--- src/rtl/mod47_mul_seq_if.sv ---
// Operand/result handshake bundle for the sequenced mod-47 multiplier.
interface mod47_mul_seq_if;
    logic       in_valid;
    logic       in_ready;
    logic [5:0] a;
    logic [5:0] b;
    logic       out_valid;
    logic       out_ready;
    logic [5:0] r;
    logic       busy;

    modport master (
        output in_valid, a, b, out_ready,
        input  in_ready, out_valid, r, busy
    );

    modport slave (
        input  in_valid, a, b, out_ready,
        output in_ready, out_valid, r, busy
    );
endinterface

--- src/rtl/mod47_mul_seq.sv ---
// Mod-47 multiplier that reuses one 3x3 digit multiplier over four steps,
// accumulating weighted partial products modulo 47.
module mod47_mul_seq #(
    parameter int BYPASS_ZERO = 1
) (
    input  logic           clk,
    input  logic           rst_n,
    mod47_mul_seq_if.slave bus
);

    typedef enum logic [1:0] {S_IDLE, S_CALC, S_DONE} state_t;

    state_t      r_state;
    state_t      w_state_next;
    logic [5:0]  r_a;
    logic [5:0]  r_b;
    logic [5:0]  r_acc;
    logic [1:0]  r_step;
    logic [5:0]  r_r;

    logic [5:0]  w_a_red;
    logic [5:0]  w_b_red;
    logic        w_bypass;
    logic [5:0]  w_pp;
    logic [4:0]  w_wt;
    logic [9:0]  w_prod;
    logic [5:0]  w_term;
    logic [6:0]  w_sum;
    logic [5:0]  w_acc_next;
    logic        w_in_ready;
    logic        w_out_valid;
    logic        w_busy;

    function automatic logic [5:0] reduce_in(input logic [5:0] x);
        return (x >= 6'd47) ? x - 6'd47 : x;
    endfunction

    // Binary-weighted conditional subtraction of 47*16..47*1; valid for x < 47*32.
    function automatic logic [5:0] mod47_10(input logic [9:0] x);
        logic [9:0] t;
        t = x;
        if (t >= 10'd752) t = t - 10'd752;
        if (t >= 10'd376) t = t - 10'd376;
        if (t >= 10'd188) t = t - 10'd188;
        if (t >= 10'd94)  t = t - 10'd94;
        if (t >= 10'd47)  t = t - 10'd47;
        return t[5:0];
    endfunction

    assign w_a_red  = reduce_in(bus.a);
    assign w_b_red  = reduce_in(bus.b);
    assign w_bypass = (BYPASS_ZERO != 0) && ((w_a_red == 6'd0) || (w_b_red == 6'd0));

    always_comb begin
        w_pp = 6'd0;
        w_wt = 5'd0;
        case (r_step)
            2'd0: begin w_pp = 6'(r_a[2:0] * r_b[2:0]); w_wt = 5'd1;  end
            2'd1: begin w_pp = 6'(r_a[2:0] * r_b[5:3]); w_wt = 5'd8;  end
            2'd2: begin w_pp = 6'(r_a[5:3] * r_b[2:0]); w_wt = 5'd8;  end
            default: begin w_pp = 6'(r_a[5:3] * r_b[5:3]); w_wt = 5'd17; end
        endcase
    end

    assign w_prod     = 10'(w_pp) * 10'(w_wt);
    assign w_term     = mod47_10(w_prod);
    assign w_sum      = {1'b0, r_acc} + {1'b0, w_term};
    assign w_acc_next = (w_sum >= 7'd47) ? 6'(w_sum - 7'd47) : w_sum[5:0];

    always_comb begin
        w_state_next = r_state;
        w_in_ready   = 1'b0;
        w_out_valid  = 1'b0;
        w_busy       = 1'b0;
        case (r_state)
            S_IDLE: begin
                w_in_ready = 1'b1;
                if (bus.in_valid) w_state_next = w_bypass ? S_DONE : S_CALC;
            end
            S_CALC: begin
                w_busy = 1'b1;
                if (r_step == 2'd3) w_state_next = S_DONE;
            end
            S_DONE: begin
                w_busy      = 1'b1;
                w_out_valid = 1'b1;
                if (bus.out_ready) w_state_next = S_IDLE;
            end
            default: w_state_next = S_IDLE;
        endcase
    end

    always_ff @(posedge clk) begin
        if (!rst_n) begin
            r_state <= S_IDLE;
            r_a     <= 6'd0;
            r_b     <= 6'd0;
            r_acc   <= 6'd0;
            r_step  <= 2'd0;
            r_r     <= 6'd0;
        end else begin
            r_state <= w_state_next;
            case (r_state)
                S_IDLE: begin
                    if (bus.in_valid) begin
                        r_a    <= w_a_red;
                        r_b    <= w_b_red;
                        r_acc  <= 6'd0;
                        r_step <= 2'd0;
                        if (w_bypass) r_r <= 6'd0;
                    end
                end
                S_CALC: begin
                    r_acc  <= w_acc_next;
                    r_step <= r_step + 2'd1;
                    if (r_step == 2'd3) r_r <= w_acc_next;
                end
                default: ;
            endcase
        end
    end

    assign bus.in_ready  = w_in_ready;
    assign bus.out_valid = w_out_valid;
    assign bus.busy      = w_busy;
    assign bus.r         = r_r;

endmodule

--- src/flat_wrapper.sv ---
// flat-port wrapper written by rule: the top's interface ports become plain ports
module mod47_mul_seq_flat 
#(
    parameter int BYPASS_ZERO = 1
)
  (clk, rst_n, bus_in_valid, bus_a, bus_b, bus_out_ready, bus_in_ready, bus_out_valid, bus_r, bus_busy);
  mod47_mul_seq_if bus_i ();
  input  logic clk;
  input  logic rst_n;
  input wire logic [$bits(bus_i.in_valid)-1:0] bus_in_valid;
  input wire logic [$bits(bus_i.a)-1:0] bus_a;
  input wire logic [$bits(bus_i.b)-1:0] bus_b;
  input wire logic [$bits(bus_i.out_ready)-1:0] bus_out_ready;
  output wire logic [$bits(bus_i.in_ready)-1:0] bus_in_ready;
  output wire logic [$bits(bus_i.out_valid)-1:0] bus_out_valid;
  output wire logic [$bits(bus_i.r)-1:0] bus_r;
  output wire logic [$bits(bus_i.busy)-1:0] bus_busy;
  assign bus_i.in_valid = bus_in_valid;
  assign bus_i.a = bus_a;
  assign bus_i.b = bus_b;
  assign bus_i.out_ready = bus_out_ready;
  assign bus_in_ready = bus_i.in_ready;
  assign bus_out_valid = bus_i.out_valid;
  assign bus_r = bus_i.r;
  assign bus_busy = bus_i.busy;
  mod47_mul_seq #(.BYPASS_ZERO(BYPASS_ZERO)) u_core (.clk(clk), .rst_n(rst_n), .bus(bus_i));
endmodule
--- config.mk ---
export PLATFORM = sky130hd
export DESIGN_NAME = mod47_mul_seq_flat
export DESIGN_NICKNAME = d
export VERILOG_FILES = /design/src/rtl/mod47_mul_seq_if.sv /design/src/rtl/mod47_mul_seq.sv /design/src/flat_wrapper.sv
export SDC_FILE = /design/constraint.sdc
export NUM_CORES = 1
export LEC_CHECK = 0
export ABC_CLOCK_PERIOD_IN_PS = 20600
export CAP_MARGIN = 20
export CELL_PAD_IN_SITES_DETAIL_PLACEMENT = 0
export CELL_PAD_IN_SITES_GLOBAL_PLACEMENT = 1
export CORE_ASPECT_RATIO = 1.75
export CORE_MARGIN = 4
export CORE_UTILIZATION = 40
export DETAILED_ROUTE_END_ITERATION = 16
export GPL_TIMING_DRIVEN = 1
export PLACE_DENSITY = 0.72
export SLEW_MARGIN = 20
export SYNTH_ARGS = -nofsm -noshare
export SYNTH_HDL_FRONTEND = slang
export SYNTH_SLANG_ARGS = --single-unit
--- constraint.sdc ---
create_clock -name clk -period 20.6 [get_ports clk]
set_input_delay 4.12 -clock clk [delete_from_list [all_inputs] [get_ports clk]]
set_output_delay 4.12 -clock clk [all_outputs]
set_load 0.05 [all_outputs]
# Word-level counts from Yosys, hierarchy flattened
# Index checks and enable logic that the tools add are counted.
# classes
multipliers,5
reduce_logical,12
n_mux,26
n_eq_ne,9
add_sub_neg,10
n_lt_le_gt_ge,8
# ops
cell,n
$mux W6,8
$mux W10,4
$mul A3 B3 Y6,4
$pmux W6 S2,2
$sub A6 B6 Y6 const B,4
$pmux W6 S3,1
$ge A6 B6 Y1 const B,2
$logic_not A6 Y1,2
$ge A10 B10 Y1 const B,1
$ge A10 B6 Y1 const B,1
$ge A10 B7 Y1 const B,1
$ge A10 B8 Y1 const B,1
$ge A10 B9 Y1 const B,1
$mul A6 B5 Y10,1
$mux W2,5
$pmux W5 S2,1
$sub A10 B10 Y10 const B,1
$sub A10 B7 Y10 const B,1
$sub A10 B8 Y10 const B,1
$sub A10 B9 Y10 const B,1
$add A6 B6 Y7,1
$ge A7 B6 Y1 const B,1
$eq A2 B2 Y1 const B,3
$pmux W2 S3,1
other kinds (13),21
# totals
input_bits,16
register_bits,28

# Depth between registers and ports, before layout
# logic_depth
depth_word,19
depth_mapped,60
ltp_nobuf,56

# Worst setup path before layout
# Ideal clock, no wire load.
# synth_path
kind,register to register
from,reg u_core.r_b[5]
to,"reg u_core.r_r[3], in the netlist u_core.bus.r[3]"
path_slack_ps,8819
t_required_ps,20534
arrival_ps,11716
path_stages_with_launch,60
setup_ps,66
cell_sequence,dfxtp_1 nand2_1 fa_1 inv_1 ha_1 fa_1 xor2_1 a222oi_1 and2_1 a211oi_1 ha_1 ha_1 ha_1 ha_1 and3_1 or3_1 and2_1 or2_1 [24 not listed] o2111a_1 a211oi_2 o21ai_2 mux2i_1 o211ai_1 xnor2_1 ha_1 a21oi_1 o21ai_0 xor2_1 a41oi_1 nand2_1 a221oi_1 nor4bb_1 xnor2_1 nor2_1 mux2i_1 nor2b_1
# synth_via
elab_chain_cells,18
# synth_lines
item,line_no,text
from (decl),mod47_mul_seq.sv:16,logic [5:0] r_b;
from (signal assigned),mod47_mul_seq.sv:107,r_b <= w_b_red;
"$mul A3 B3 Y6, on equally long branches","mod47_mul_seq.sv:61, mod47_mul_seq.sv:59",
$pmux W6 S3 (*),mod47_mul_seq.sv:57,case (r_step)
$mul A6 B5 Y10 (*),mod47_mul_seq.sv:65,assign w_prod = 10'(w_pp) * 10'(w_wt);
$sub A10 B10 Y10 or $ge A10 B10 Y1 (tied branches),mod47_mul_seq.sv:42,if (t >= 10'd752) t = t - 10'd752;
$mux W10 (*),mod47_mul_seq.sv:42,
$sub A10 B9 Y10 or $ge A10 B9 Y1 (tied branches),mod47_mul_seq.sv:43,if (t >= 10'd376) t = t - 10'd376;
$mux W10 (*),mod47_mul_seq.sv:43,
$sub A10 B8 Y10 or $ge A10 B8 Y1 (tied branches),mod47_mul_seq.sv:44,if (t >= 10'd188) t = t - 10'd188;
[2 not listed],--,
$mux W10 (*),mod47_mul_seq.sv:45,if (t >= 10'd94) t = t - 10'd94;
$ge A10 B6 Y1 or $sub A6 B6 Y6 (tied branches),mod47_mul_seq.sv:46,if (t >= 10'd47) t = t - 10'd47;
$mux W6 (*),mod47_mul_seq.sv:46,
$add A6 B6 Y7 (*),mod47_mul_seq.sv:67,"assign w_sum = {1'b0, r_acc} + {1'b0, w_term};"
$sub A6 B6 Y6 or $ge A7 B6 Y1 (tied branches),mod47_mul_seq.sv:68,assign w_acc_next = (w_sum >= 7'd47) ? 6'(w_sum - 7'd47) : w_sum[5:0];
$mux W6 (*),mod47_mul_seq.sv:68,
$mux W6 (*),mod47_mul_seq.sv:116,if (r_step == 2'd3) r_r <= w_acc_next;
$pmux W6 S2 (*),mod47_mul_seq.sv:103,case (r_state)
to (signal assigned),mod47_mul_seq.sv:116,
to (decl),mod47_mul_seq.sv:19,logic [5:0] r_r;
# Every way passes the cells marked *; elsewhere a longest branch is shown, timed or not. The select of a mux whose other input is x is not followed.
# A chain may end at the register's enable or synchronous reset.

# Worst setup path after layout
# layout_path
from,reg u_core.r_b[5]
to,reg u_core.r_acc[4]
# layout_via
elab_chain_cells,17
# layout_lines
item,line_no,text
"$mul A3 B3 Y6, on equally long branches","mod47_mul_seq.sv:61, mod47_mul_seq.sv:59",
$pmux W6 S3 (*),mod47_mul_seq.sv:57,
$mul A6 B5 Y10 (*),mod47_mul_seq.sv:65,
$sub A10 B10 Y10 or $ge A10 B10 Y1 (tied branches),mod47_mul_seq.sv:42,
$mux W10 (*),mod47_mul_seq.sv:42,
$sub A10 B9 Y10 or $ge A10 B9 Y1 (tied branches),mod47_mul_seq.sv:43,
$mux W10 (*),mod47_mul_seq.sv:43,
$sub A10 B8 Y10 or $ge A10 B8 Y1 (tied branches),mod47_mul_seq.sv:44,
$mux W10 (*),mod47_mul_seq.sv:44,
$sub A10 B7 Y10 or $ge A10 B7 Y1 (tied branches),mod47_mul_seq.sv:45,
$mux W10 (*),mod47_mul_seq.sv:45,
$ge A10 B6 Y1 or $sub A6 B6 Y6 (tied branches),mod47_mul_seq.sv:46,
$mux W6 (*),mod47_mul_seq.sv:46,
$add A6 B6 Y7 (*),mod47_mul_seq.sv:67,
$sub A6 B6 Y6 or $ge A7 B6 Y1 (tied branches),mod47_mul_seq.sv:68,
$mux W6 (*),mod47_mul_seq.sv:68,
$pmux W6 S2 (*),mod47_mul_seq.sv:103,
to (signal assigned),mod47_mul_seq.sv:114,r_acc <= w_acc_next;
to (decl),mod47_mul_seq.sv:17,logic [5:0] r_acc;
# Every way passes the cells marked *; elsewhere a longest branch is shown, timed or not.

==> impl_metrics.yaml <==
cts:
  clk_pin_slew_worst_paths_ps: 70
  cts_buffers: 3
  clock-sinks: 28
  clockBufferDepth: 2
  cts_setup_buffers: 0
  cts_resized: 0
  clock_latency_ps: 270
  htree_levels: 1
  cts_tree: "yes"
  cts-root-buf: "clkbuf_16"
  holdBufCountCts: 0
logic_synthesis:
  synth_flop_cell: "dfxtp_1"
  yosysUniqueCellTypes: 82
  synthTopCellsByArea: "ha_1 (16%), dfxtp_1 (12%), nand2_1 (4.5%), and2_1 (4.3%), fa_1 (4.3%)"
  synth_fp_nets: 686
  netlist_instances: 598
  async_flop_share_pct: 0
  synth_top_area_cell: "ha_1"
  synth_most_common_cell: "ha_1"
  ys_ff_latch: 28
  yosys.area.top_type_share_pct: 16.5
  yosys-top-cells-count: "ha_1 (62), nand2_1 (57), nor2_1 (38), and2_1 (32), dfxtp_1 (28)"
  ys_warn_count: 0
  synth_area_um2: 4710
  synth_edf_count: 0
  synth.avg_cell_area_um2: 7.88
  yosysSeqAreaShare_pct: 11.9
route:
  routedWlPerCell_um: 15.8
  antenna_left: 0
  routed-via-count: 4480
  via_per_inst: 6.01
  drt_first_iter_violations: 203
  drcViolationCount: 0
  firstDrtPassIters: 4
  totalWireLength_um: 11800
final_layout:
  drive_gt1_share_pct: 4.75
  finalInstanceArea_um2: 5150
  diodes: 0
  multiInputGateArea_um2: 3970
  fillCellCount: 1219
  seq_area_um2: 561
  fin_nets: 700
  area_growth_pct: 9.43
global_route:
  grt_first_pass_wirelength_um: 19900
  grt_max_degree: 29
  track_usage_pct: 17.3
  antenna_found_initial: 0
  grt_overflow: 0
  grt_pass1_vias: 4490
floorplanning:
  die_w_um: 90.0
  dieHeight_um: 152
  core_um2: 11600
  die_area_um2: 13600
  io_pins: 25
  rows: 52
  start_util_pct: 40.7
critical_path:
  rr_worst_depth: 56
  crit_path_top_delay_cell: "a221oi_1"
  crit_arrival_ps: 13370
  crit_start: "u_core.r_b[5]"
  path_common_cell: "ha_1"
  crit_path_max_fanout: 11
  criticalPathCategory: "register to register"
  crit_required_ps: 20760
  reg2reg_slack_ps: 7390
  r2r-start: "u_core.r_b[5]"
  cp-end-kind: "register"
  cp-start-kind: "register"
  cpPeakStageDelay_ps: 680
  r2r_end: "u_core.r_acc[4]"
run:
  cap_viol_max_count: 0
place:
  place_hpwl_um: 9970
  io_buffers: 24
  routabilityCongestion: 0.826
  place_area_um2: 5050
sta:
  fin_crit_ps: 13210
  rsz0062_at_grt: "false"
  fmax_ghz: 0.0757
  clock_skew_ps: 7.21
  hold_viol: 0
  fin_crit_sh_pct: 64.1
  setup_tns_ps: 0
  worstMarginPinSlew_ps: 788
  setup_violations: 0
  slew_headroom_pct: 47.3
  maxSlewViolCount: 0
pwr:
  p_per_area_nw_per_um2: 58.0
  ir_worst_vdd_uv: 96.6
  p_leak_uw: 0.00233
worst_hold_path:
  whs_path_depth: 2
  holdPathEnd: "u_core.r_acc[0]"
  min-delay-start: "u_core.r_acc[0]"
  hold_class: "register to register"
status:
  status: "finished clean"
==> worst max-delay path: cells and delay by family, from the launching register on <==
family          cells  cell delay, ps
compound gates     16            3890
xor+xnor            7            1490
fa+ha+maj          12            3940
buf+inv             1              40
flops               1             440
mux                 3             530
simple gates       17            2760
==> flip-flops by register name (all words and copies together), names as in the netlist <==
register        flops
u_core.r_acc        6
u_core.r_b          6
u_core.r_step       2
u_core.bus.r        6
u_core.r_state      2
u_core.r_a          6
==> power breakdown <==
part | switching (µW) | internal (µW) | total [µW]
Combinational | 103 | 63.0 | 166
Clock | 18.7 | 38.7 | 57.4
Sequential | 12.4 | 62.9 | 75.3
Total | 134 | 165 | 299
==> cell usage in the layout (no fill, tap or decap), types with 4 or more instances in the layout <==
cell type,n
o21a_1,4
and2_1,32
a211oi_1,7
mux2i_1,20
nand4b_1,4
o22ai_1,4
nor3_1,18
o211ai_1,8
inv_1,26
or2_2,4
clkdlybuf4s50_1,24
a31oi_1,9
dfxtp_1,28
a21o_1,10
xor2_1,14
a21oi_1,25
ha_1,62
nand2_1,57
fa_1,10
or3_1,7
nor2_1,38
o21ai_0,22
a22oi_1,4
nor2b_1,16
a21boi_0,7
a222oi_1,4
nand3_1,21
o21ai_1,5
and3_1,7
xnor2_1,15
nand2b_1,7
o211a_1,13
==> metal layers <==
layer / vias to the layer above / track usage (%) / part of all wire [%]
met3: 32 / 0.791 / 2.0
met4: 0 / 8.67 / 3.5
li1: 2241 / - / -
met1: 2118 / 16.8 / 39
met5: - / 0 / 0
met2: 89 / 36.3 / 56
==> worst max-delay path by stage <==
stage / to / slack [ps]
2_1_floorplan: u_core.bus.r[3] / 8820
3_3_place_gp: u_core.bus.r[3] / 7880
3_5_place_dp: u_core.bus.r[3] / 7520
4_1_cts: u_core.bus.r[3] / 7430
5_1_grt: u_core.r_acc[1] / 6100
6_report: u_core.r_acc[4] / 7390
==> per-stage QoR <==
step                hold WS [ps]  setup slack [ps]  cells  total power [µW]  utilization [%]
finish                       473              7390    746               299             44.5
global route                 506              6100    746               323             44.5
CTS                          478              7430    746               302             44.5
detailed placement           470              7520    742               244             43.6
global placement             467              7880    742               241             43.6
floorplan                    445              8820    598               200                -
==> area by class of cell <==
type	count	share of cell area (%)
Multi-Input combinational cell	527	77.1
Tap cell	135	3.28
Clock inverter	1	0.583
Clock buffer	3	1.46
Timing Repair Buffer	24	4.66
Sequential cell	28	10.9
Inverter	28	2.04
==> cell families after synthesis <==
family	count (synthesis)	synth area share [%]
compound gates	165	26.1
fa+ha+maj	72	20.7
buf+inv	43	3.72
xor+xnor	33	6.78
flops	28	11.9
simple gates	234	25.7
mux	23	5.05
(Power assumes the default switching activity.)
